==> src/rtl/cpsr_pkg.sv <==
// Shared mode encodings, status bit positions and SPSR bank helpers
// for the CPSR/SPSR register file.
package cpsr_pkg;

   typedef enum logic [4:0] {
      MODE_USR = 5'b10000,
      MODE_FIQ = 5'b10001,
      MODE_IRQ = 5'b10010,
      MODE_SVC = 5'b10011,
      MODE_ABT = 5'b10111,
      MODE_UND = 5'b11011,
      MODE_SYS = 5'b11111
   } mode_e;

   localparam int BIT_N = 31;
   localparam int BIT_Z = 30;
   localparam int BIT_C = 29;
   localparam int BIT_V = 28;
   localparam int BIT_I = 7;
   localparam int BIT_F = 6;
   localparam int BIT_T = 5;

   localparam int SPSR_BANKS = 5;

   function automatic logic mode_is_legal(input logic [4:0] m);
      case (m)
         MODE_USR, MODE_FIQ, MODE_IRQ, MODE_SVC,
         MODE_ABT, MODE_UND, MODE_SYS: mode_is_legal = 1'b1;
         default:                      mode_is_legal = 1'b0;
      endcase
   endfunction

   function automatic logic mode_has_spsr(input logic [4:0] m);
      case (m)
         MODE_FIQ, MODE_IRQ, MODE_SVC, MODE_ABT, MODE_UND: mode_has_spsr = 1'b1;
         default:                                          mode_has_spsr = 1'b0;
      endcase
   endfunction

   function automatic logic [2:0] bank_idx(input logic [4:0] m);
      case (m)
         MODE_FIQ: bank_idx = 3'd0;
         MODE_IRQ: bank_idx = 3'd1;
         MODE_SVC: bank_idx = 3'd2;
         MODE_ABT: bank_idx = 3'd3;
         MODE_UND: bank_idx = 3'd4;
         default:  bank_idx = 3'd0;
      endcase
   endfunction

   // Bit 3 of the mask enables [31:24], bit 0 enables [7:0].
   function automatic logic [31:0] byte_merge(input logic [31:0] old_v,
                                              input logic [31:0] new_v,
                                              input logic [3:0]  mask);
      logic [31:0] r;
      r = old_v;
      for (int b = 0; b < 4; b++) begin
         if (mask[b]) r[8*b +: 8] = new_v[8*b +: 8];
      end
      return r;
   endfunction

endpackage

==> src/rtl/spsr_bank.sv <==
// Five banked SPSRs with byte-masked write and mode-indexed combinational read.
// Writes land on the next rising edge; non-SPSR modes write nothing and read 0.
module spsr_bank
   import cpsr_pkg::*;
(
   input  logic        clk,
   input  logic        rst,
   input  logic        we_i,
   input  logic [4:0]  wr_mode_i,
   input  logic [3:0]  mask_i,
   input  logic [31:0] wdata_i,
   input  logic [4:0]  rd_mode_i,
   output logic [31:0] rdata_o
);

   logic [31:0] bank_q [SPSR_BANKS];

   always_ff @(posedge clk) begin
      if (rst) begin
         for (int i = 0; i < SPSR_BANKS; i++) bank_q[i] <= '0;
      end else if (we_i && mode_has_spsr(wr_mode_i)) begin
         bank_q[bank_idx(wr_mode_i)] <= byte_merge(bank_q[bank_idx(wr_mode_i)], wdata_i, mask_i);
      end
   end

   assign rdata_o = mode_has_spsr(rd_mode_i) ? bank_q[bank_idx(rd_mode_i)] : 32'h0;

endmodule

==> src/rtl/cpsr_spsr_bank.sv <==
// CPSR plus banked SPSRs: masked writes, exception entry/return, decoded outputs.
// All updates are visible one cycle after the strobe edge; no backpressure.
module cpsr_spsr_bank
   import cpsr_pkg::*;
#(
   parameter logic [31:0] RESET_CPSR = 32'h000000D3
)(
   input  logic        clk,
   input  logic        rst,
   input  logic [31:0] cpsr_in,
   input  logic        cpsr_we,
   input  logic        spsr_we,
   input  logic [3:0]  field_mask,
   input  logic        exc_entry,
   input  logic [4:0]  exc_mode,
   input  logic        exc_return,
   output logic [31:0] cpsr_out,
   output logic [31:0] spsr_out,
   output logic        flag_n,
   output logic        flag_z,
   output logic        flag_c,
   output logic        flag_v,
   output logic        irq_dis,
   output logic        fiq_dis,
   output logic        thumb,
   output logic [4:0]  mode,
   output logic        mode_err
);

   logic [31:0] cpsr_q, cpsr_d;
   logic        mode_err_q, mode_err_d;
   logic [4:0]  cur_mode;
   logic [31:0] spsr_rd;
   logic        bank_we;
   logic [4:0]  bank_mode;
   logic [3:0]  bank_mask;
   logic [31:0] bank_wdata;
   logic [3:0]  cw_mask;

   assign cur_mode = cpsr_q[4:0];

   always_comb begin
      cpsr_d     = cpsr_q;
      mode_err_d = 1'b0;
      bank_we    = 1'b0;
      bank_mode  = cur_mode;
      bank_mask  = 4'h0;
      bank_wdata = cpsr_in;
      cw_mask    = 4'h0;

      if (exc_entry) begin
         if (mode_has_spsr(exc_mode)) begin
            bank_we      = 1'b1;
            bank_mode    = exc_mode;
            bank_mask    = 4'hF;
            bank_wdata   = cpsr_q;
            cpsr_d[4:0]  = exc_mode;
            cpsr_d[BIT_I] = 1'b1;
            cpsr_d[BIT_T] = 1'b0;
            if (exc_mode == MODE_FIQ) cpsr_d[BIT_F] = 1'b1;
         end else begin
            mode_err_d = 1'b1;
         end
      end else if (exc_return) begin
         if (mode_has_spsr(cur_mode)) cpsr_d = spsr_rd;
         else                         mode_err_d = 1'b1;
      end else begin
         if (cpsr_we) begin
            // User mode may only touch the flags byte; the mode check applies after that.
            cw_mask = (cur_mode == MODE_USR) ? (field_mask & 4'b1000) : field_mask;
            if (cw_mask[0] && !mode_is_legal(cpsr_in[4:0])) begin
               cw_mask[0] = 1'b0;
               mode_err_d = 1'b1;
            end
            cpsr_d = byte_merge(cpsr_q, cpsr_in, cw_mask);
         end
         if (spsr_we) begin
            bank_we   = 1'b1;
            bank_mask = field_mask;
         end
      end
   end

   always_ff @(posedge clk) begin
      if (rst) begin
         cpsr_q     <= RESET_CPSR;
         mode_err_q <= 1'b0;
      end else begin
         cpsr_q     <= cpsr_d;
         mode_err_q <= mode_err_d;
      end
   end

   spsr_bank u_spsr_bank (
      .clk       (clk),
      .rst       (rst),
      .we_i      (bank_we),
      .wr_mode_i (bank_mode),
      .mask_i    (bank_mask),
      .wdata_i   (bank_wdata),
      .rd_mode_i (cur_mode),
      .rdata_o   (spsr_rd)
   );

   assign cpsr_out = cpsr_q;
   assign spsr_out = spsr_rd;
   assign flag_n   = cpsr_q[BIT_N];
   assign flag_z   = cpsr_q[BIT_Z];
   assign flag_c   = cpsr_q[BIT_C];
   assign flag_v   = cpsr_q[BIT_V];
   assign irq_dis  = cpsr_q[BIT_I];
   assign fiq_dis  = cpsr_q[BIT_F];
   assign thumb    = cpsr_q[BIT_T];
   assign mode     = cpsr_q[4:0];
   assign mode_err = mode_err_q;

endmodule

==> config.mk <==
export PLATFORM = sky130hd
export DESIGN_NAME = cpsr_spsr_bank
export DESIGN_NICKNAME = d
export VERILOG_FILES = /design/src/rtl/cpsr_pkg.sv /design/src/rtl/spsr_bank.sv /design/src/rtl/cpsr_spsr_bank.sv
export SDC_FILE = /design/constraint.sdc
export NUM_CORES = 1
export LEC_CHECK = 0
export ABC_AREA = 1
export BUFFER_PORTS_ARGS = -buffer_cell sky130_fd_sc_hd__buf_4
export CAP_MARGIN = 25
export CORE_MARGIN = 4
export CORE_UTILIZATION = 35
export DETAILED_ROUTE_END_ITERATION = 8
export GPL_ROUTABILITY_DRIVEN = 0
export MAX_ROUTING_LAYER = met4
export REMOVE_ABC_BUFFERS = 1
export SLEW_MARGIN = 10
export SYNTH_ARGS = -nofsm -noshare
export SYNTH_HDL_FRONTEND = slang
export SYNTH_SLANG_ARGS = --single-unit
==> constraint.sdc <==
create_clock -name clk -period 3.3 [get_ports clk]
set_clock_uncertainty 0.2 [all_clocks]
set_input_delay 0.495 -clock clk [delete_from_list [all_inputs] [get_ports clk]]
set_output_delay 0.495 -clock clk [all_outputs]
set_load 0.005 [all_outputs]
# ---- After elaboration in Yosys (flattened, before gate mapping)
# Memories as Yosys holds them, arrays and structs flattened.
# Cells that the tools add are included.
# W data, S select, Z words.
dict set report totals {
  out_inout_bits 77
  mem_bits_rw 160
  input_bits 47
  memories 1
  wordCells 131
  ff_bits 33
}
dict set report op_classes {
  n_eq_ne 31
  bitwise 1
  reduce_logical 23
  n_mux 69
}
# memory words width rd rd_ports_with_merged_regs wr line_no
set memory_table {}
lappend memory_table {u_spsr_bank.bank_q 5 32 1 0 5 spsr_bank.sv:16} ;# logic [31:0] bank_q [SPSR_BANKS];
# operator count
set ops {}
lappend ops {{$mux W32} 7}
lappend ops {{$mux W8} 18}
lappend ops {{$eq A5 B5 Y1 const B} 23}
lappend ops {{$reduce_or A32 Y1} 1}
lappend ops {{$mux W1} 31}
lappend ops {{$pmux W3 S4} 2}
lappend ops {{$mux W4} 5}
lappend ops {{$reduce_and A4 Y1} 4}
lappend ops {{$reduce_or A5 Y1} 3}
lappend ops {{$mux W3} 4}
lappend ops {{$ne A3 B3 Y1 const B} 4}
lappend ops {{$mux W5} 2}
lappend ops {{$reduce_and A2 Y1} 4}
lappend ops {{$reduce_bool A2 Y1} 4}
lappend ops {{$reduce_or A7 Y1} 1}
lappend ops {{$ne A2 B1 Y1 const B} 3}
lappend ops {{$reduce_bool A3 Y1} 2}
lappend ops {{$reduce_and A5 Y1} 1}
lappend ops {{$ne A3 B2 Y1 const B} 1}
lappend ops {{$logic_and A1 B1 Y1} 2}
lappend ops {{$logic_not A1 Y1} 1}
lappend ops {{$not A1 Y1} 1}

# ---- Longest topological paths before layout
dict set report logic_depth {
  word_depth 17
  ltp_mapped 16
  ltp_nobuf 15
}

# ---- Cells and area by module
# From an unflattened synthesis, not the netlist that was laid out.
dict set report hier_totals {
  cells_unflattened 1551
  hier_area_um2 14242.4
}
# module area_per_inst_um2 seq_area_each_um2 instances cells_each
set modules_own_cells {}
lappend modules_own_cells {spsr_bank 11654.9 7687.4 1 1086}
lappend modules_own_cells {cpsr_spsr_bank 2587.5 660.6 1 465}

# ---- Worst setup path before layout
# No wires, ideal clock.
dict set report synth_timing {
  kind {input to register}
  from {input port exc_mode[3]}
  to {memory u_spsr_bank.bank_q[0][16] (enable)}
  path_buffers 1
  path_slack_ns 0.395
  path_stages 16
  required_ns 2.716
  arrival_time_ns 2.321
  setup_time_ns 0.384
  cell_sequence {inv_1 nand2_1 nand2_1 nand2_1 nand2_1 nand2_2 nand2_1 nand2_1 inv_1 nand2_1 nand2_1 nand2_1 nand2_1 buf_4 nand3_2 o21ai_0}
}
# item line_no
set synth_lines {}
lappend synth_lines {{start: declaration} cpsr_spsr_bank.sv:15} ;# input logic [4:0] exc_mode,
lappend synth_lines {{end: declaration} spsr_bank.sv:16}

# ---- Final worst setup path
dict set report layout_timing {
  from {register cpsr_q[1] (netlist: cpsr_out[1])}
  to {output port spsr_out[7]}
}
dict set report layout_between {
  elab_chain_cells 4
  word_cells_on_any_way 10
  cone_classes {5 x eq/ne; 3 x mux; 1 x reduce/logical; 1 x memory}
}
# item line_no
set layout_rtl {}
lappend layout_rtl {{start: declaration} cpsr_spsr_bank.sv:30} ;# logic [31:0] cpsr_q, cpsr_d;
lappend layout_rtl {{start signal: assignment} cpsr_spsr_bank.sv:89} ;# cpsr_q <= cpsr_d;
lappend layout_rtl {{$eq A5 B5 Y1 (on tied branches)} {cpsr_pkg.sv:34, cpsr_pkg.sv:41}}
lappend layout_rtl {{$pmux W3 S4 or $reduce_or A5 Y1 (tied branches)} {cpsr_pkg.sv:41, cpsr_pkg.sv:34}}
lappend layout_rtl {{$mem_v2 Z5 W32 or $mux W1 (tied branches)} --}
lappend layout_rtl {{$mux W32 *} spsr_bank.sv:26} ;# assign rdata_o = mode_has_spsr(rd_mode_i) ? bank_q[bank_idx(rd_mode_i)] : 32'h0;
lappend layout_rtl {{end: declaration} cpsr_spsr_bank.sv:18} ;# output logic [31:0] spsr_out,
# Mark *: on every way between the ends. The rest lies on a longest branch, timed or not.

==> impl_metrics.yaml <==
flow_run:
  drv_cap: 0
sta:
  period_share_pct: 96.50
  max_slew_margin_pct: 45.19
  setup_viol: 0
  min_period_ns: 3.185
  worst_slew_pin_slew_ns: 0.8167
  final-hold-violation-count: 0
  max_freq_ghz: 0.3140
  slew_viol_final: 0
  rsz0062_at_grt: "no"
routing:
  wl_per_cell_um: 17.22
  routed_wl_um: 33480
  ant_nets: 0
  drc_errors: 0
  via_per_inst: 4.901
  first_pass_iters: 5
  vias: 9527
  drtIter0Drc: 646
hold_path:
  hp-class: "primary input to register"
  whs_path_depth: 2
  min_to: "cpsr_out[2]$_SDFFE_PP0P_"
  hp-start: "rst"
floorplan:
  rows: 65
  die_y_um: 188.3
  die-area_um2: 35440
  io_pins: 124
  die_w_um: 188.3
  start_util_pct: 35.77
  core_area_um2: 31800
clocking:
  numCtsBuffers: 25
  clock_latency_ns: 0.52
  clock_sinks: 227
  h-tree-depth: 1
  clk_path_buf_depth: 3
  cts_root_buf: "clkbuf_16"
  cts_tree: "built"
  path_clk_slew_ns: 0.06
critical_path:
  critPathKind: "register to output pin"
  rr_worst_depth: 12
  critPathMaxFanout: 27
  setup.worst_path.start: "cpsr_out[1]$_SDFFE_PP1P_"
  r2r_end: "cpsr_out[22]$_SDFFE_PP0P_"
  r2r-start: "cpsr_out[1]$_SDFFE_PP1P_"
  reg2reg_slack_ns: 0.58
  worst_setup_path_end_kind: "output pin"
  crit_path_start_kind: "register"
  required_ns: 2.60
  crit_arrival_ns: 2.49
logic_synthesis:
  synth_area_per_cell_um2: 8.513
  synth_top_family_by_area: "simple AND/OR/NAND/NOR gates"
  yosys_warnings: 0
  synth_cells: 1336
  synth.area.top_cells: "edfxtp_1, nand2_1, nor2_1"
  yosys.area_share.adder_pct: 0
  synth_ff_type: "edfxtp_1"
  synthTopCellsByCount: "nand2_1, nor2_1, edfxtp_1, nand3_1, inv_1"
  synth_seq_cells: 227
  yosysMostFrequentCell: "nand2_1"
  syn_area_um2: 11370
  ys_seq_area_share_pct: 57.03
  synth_mux_area_share_pct: 0
  synthSimpleGateAreaFrac_pct: 31.10
  ys_types: 33
  async_reset_ff_share_pct: 0
  synth_xor_xnor_area_share_pct: 0
  synth_top_area_share_pct: 51.22
  synth_edf_count: 194
  yosys.area.top_type: "edfxtp_1"
  synth-compound-area-share_pct: 4.774
global_routing:
  grt_pass1_vias: 9400
  grt_util_all_layers_pct: 18.61
  grt-ovfl-total: 0
  grt_pass1_wl_um: 51420
  antenna_found_initial: 0
  grt_max_degree: 55
layout:
  n_antenna_cell: 0
  syn2layout_area_growth_pct: 22.37
  fin_nets: 1538
  final_layout_size_suffix_gt1_share_pct: 17.23
  fin_util_pct: 43.77
  fin_cells: 1944
run_status:
  outcome: "finished clean"
power_and_ir_drop:
  p_leak_nw: 6.269
  power_density_nw_per_um2: 568.1
  irDropWorstVdd_v: 0.0003715
place:
  dp_cells: 1897
  portBuffers: 123
  dp.final_hpwl_um: 22950
-- worst max-delay path, cell delays in order (launching register included) --
cell     delay [ns]
dfxtp_2        0.43
nand2_1        0.17
nor3_4         0.24
nand2_2        0.10
nand2_2        0.14
inv_4          0.09
buf_12         0.17
nand2_1        0.10
nand3_1        0.14
nand3_2        0.15
nand2_1        0.08
buf_4          0.14
-- through the flow --
stage          power (mW)  worst slack (ns)  TNS, ns  instance area, um2  hold WS, ns
2_1_floorplan       4.279            -1.231  -213.87               11120       0.2950
3_3_place_gp        5.125            0.2988        0               13030       0.3177
3_5_place_dp        5.150            0.2214        0               13030       0.3186
4_1_cts             7.953          0.004601        0               13850     0.009261
5_1_grt             8.265           0.01966        0               13920      0.01726
6_report            7.907            0.1155        0               13920      0.02172
-- report_power, final --
group / switching (mW) / total [mW] / leakage, nW / internal (mW)
combinational: 1.13 / 1.77 / 3.63 / 0.642
clock: 1.13 / 2.79 / 0.388 / 1.67
sequential: 0.0734 / 3.34 / 2.25 / 3.27
total: 2.33 / 7.91 / 6.27 / 5.58
-- placed cells by master, fill, tap and decap left out, types with 7 or more instances in the layout --
cell / instances
nand3_1: 132
o21ai_1: 38
a21oi_1: 33
nand4_2: 16
edfxtp_1: 194
nor3_1: 32
nand2_1: 410
clkbuf_16: 27
or2_2: 7
buf_4: 163
inv_1: 109
o21ai_0: 19
nor2_1: 197
dfxtp_1: 30
conb_1: 34
-- worst max path at each step --
stage | cells past startpoint | slack (ns) | endpoint
after floorplan | 9 | -1.23 | u_spsr_bank.bank_q[0][16]$_SDFFCE_PN0P_
after global placement | 12 | 0.30 | u_spsr_bank.bank_q[1][25]$_SDFFCE_PN0P_
after detailed placement | 18 | 0.22 | u_spsr_bank.bank_q[0][16]$_SDFFCE_PN0P_
after CTS | 10 | 0.005 | spsr_out[7]
after global routing | 9 | 0.02 | spsr_out[29]
final | 11 | 0.12 | spsr_out[7]
-- per-layer routing --
| metal | up-vias | wire, um | GRT usage [%] |
|---|---|---|---|
| li1 | 4655 | - | - |
| met1 | 4539 | 14110 | 23.04 |
| met2 | 263 | 16530 | 31.74 |
| met3 | 70 | 1746 | 2.557 |
| met4 | 0 | 1099 | 5.872 |
| met5 | - | 0 | - |
-- layout make-up --
type	instances	area, um2
Clock buffer	33	675.6
Clock inverter	12	133.9
Fill cell	3123	17880
Inverter	113	426.7
Multi-Input combinational cell	951	4235
Sequential cell	227	6490
Tap cell	435	544.3
Timing Repair Buffer	173	1411
-- flip-flops by register name (all words and copies together), names as in the netlist --
name / cells
cpsr_out: 32
mode_err: 1
u_spsr_bank.bank_q: 194
-- kinds of logic (layout without fill, tap and decap cells) --
family / Yosys count / after routing
and+or+nand+nor: 814 / 814
buffers and inverters: 191 / 331
AOI/OAI and AO/OA: 103 / 103
other: 1 / 34
DFF: 227 / 227
-- repair_timing --
action / in CTS / in global routing
buffers inserted: 0 / 0
endpoints found under the setup margin: 27 / 18
hold buffers: 0 / 0
gates resized for setup: 5 / 5
cloned: 0 / 2
Note: power is estimated with default switching activity, not from simulation.
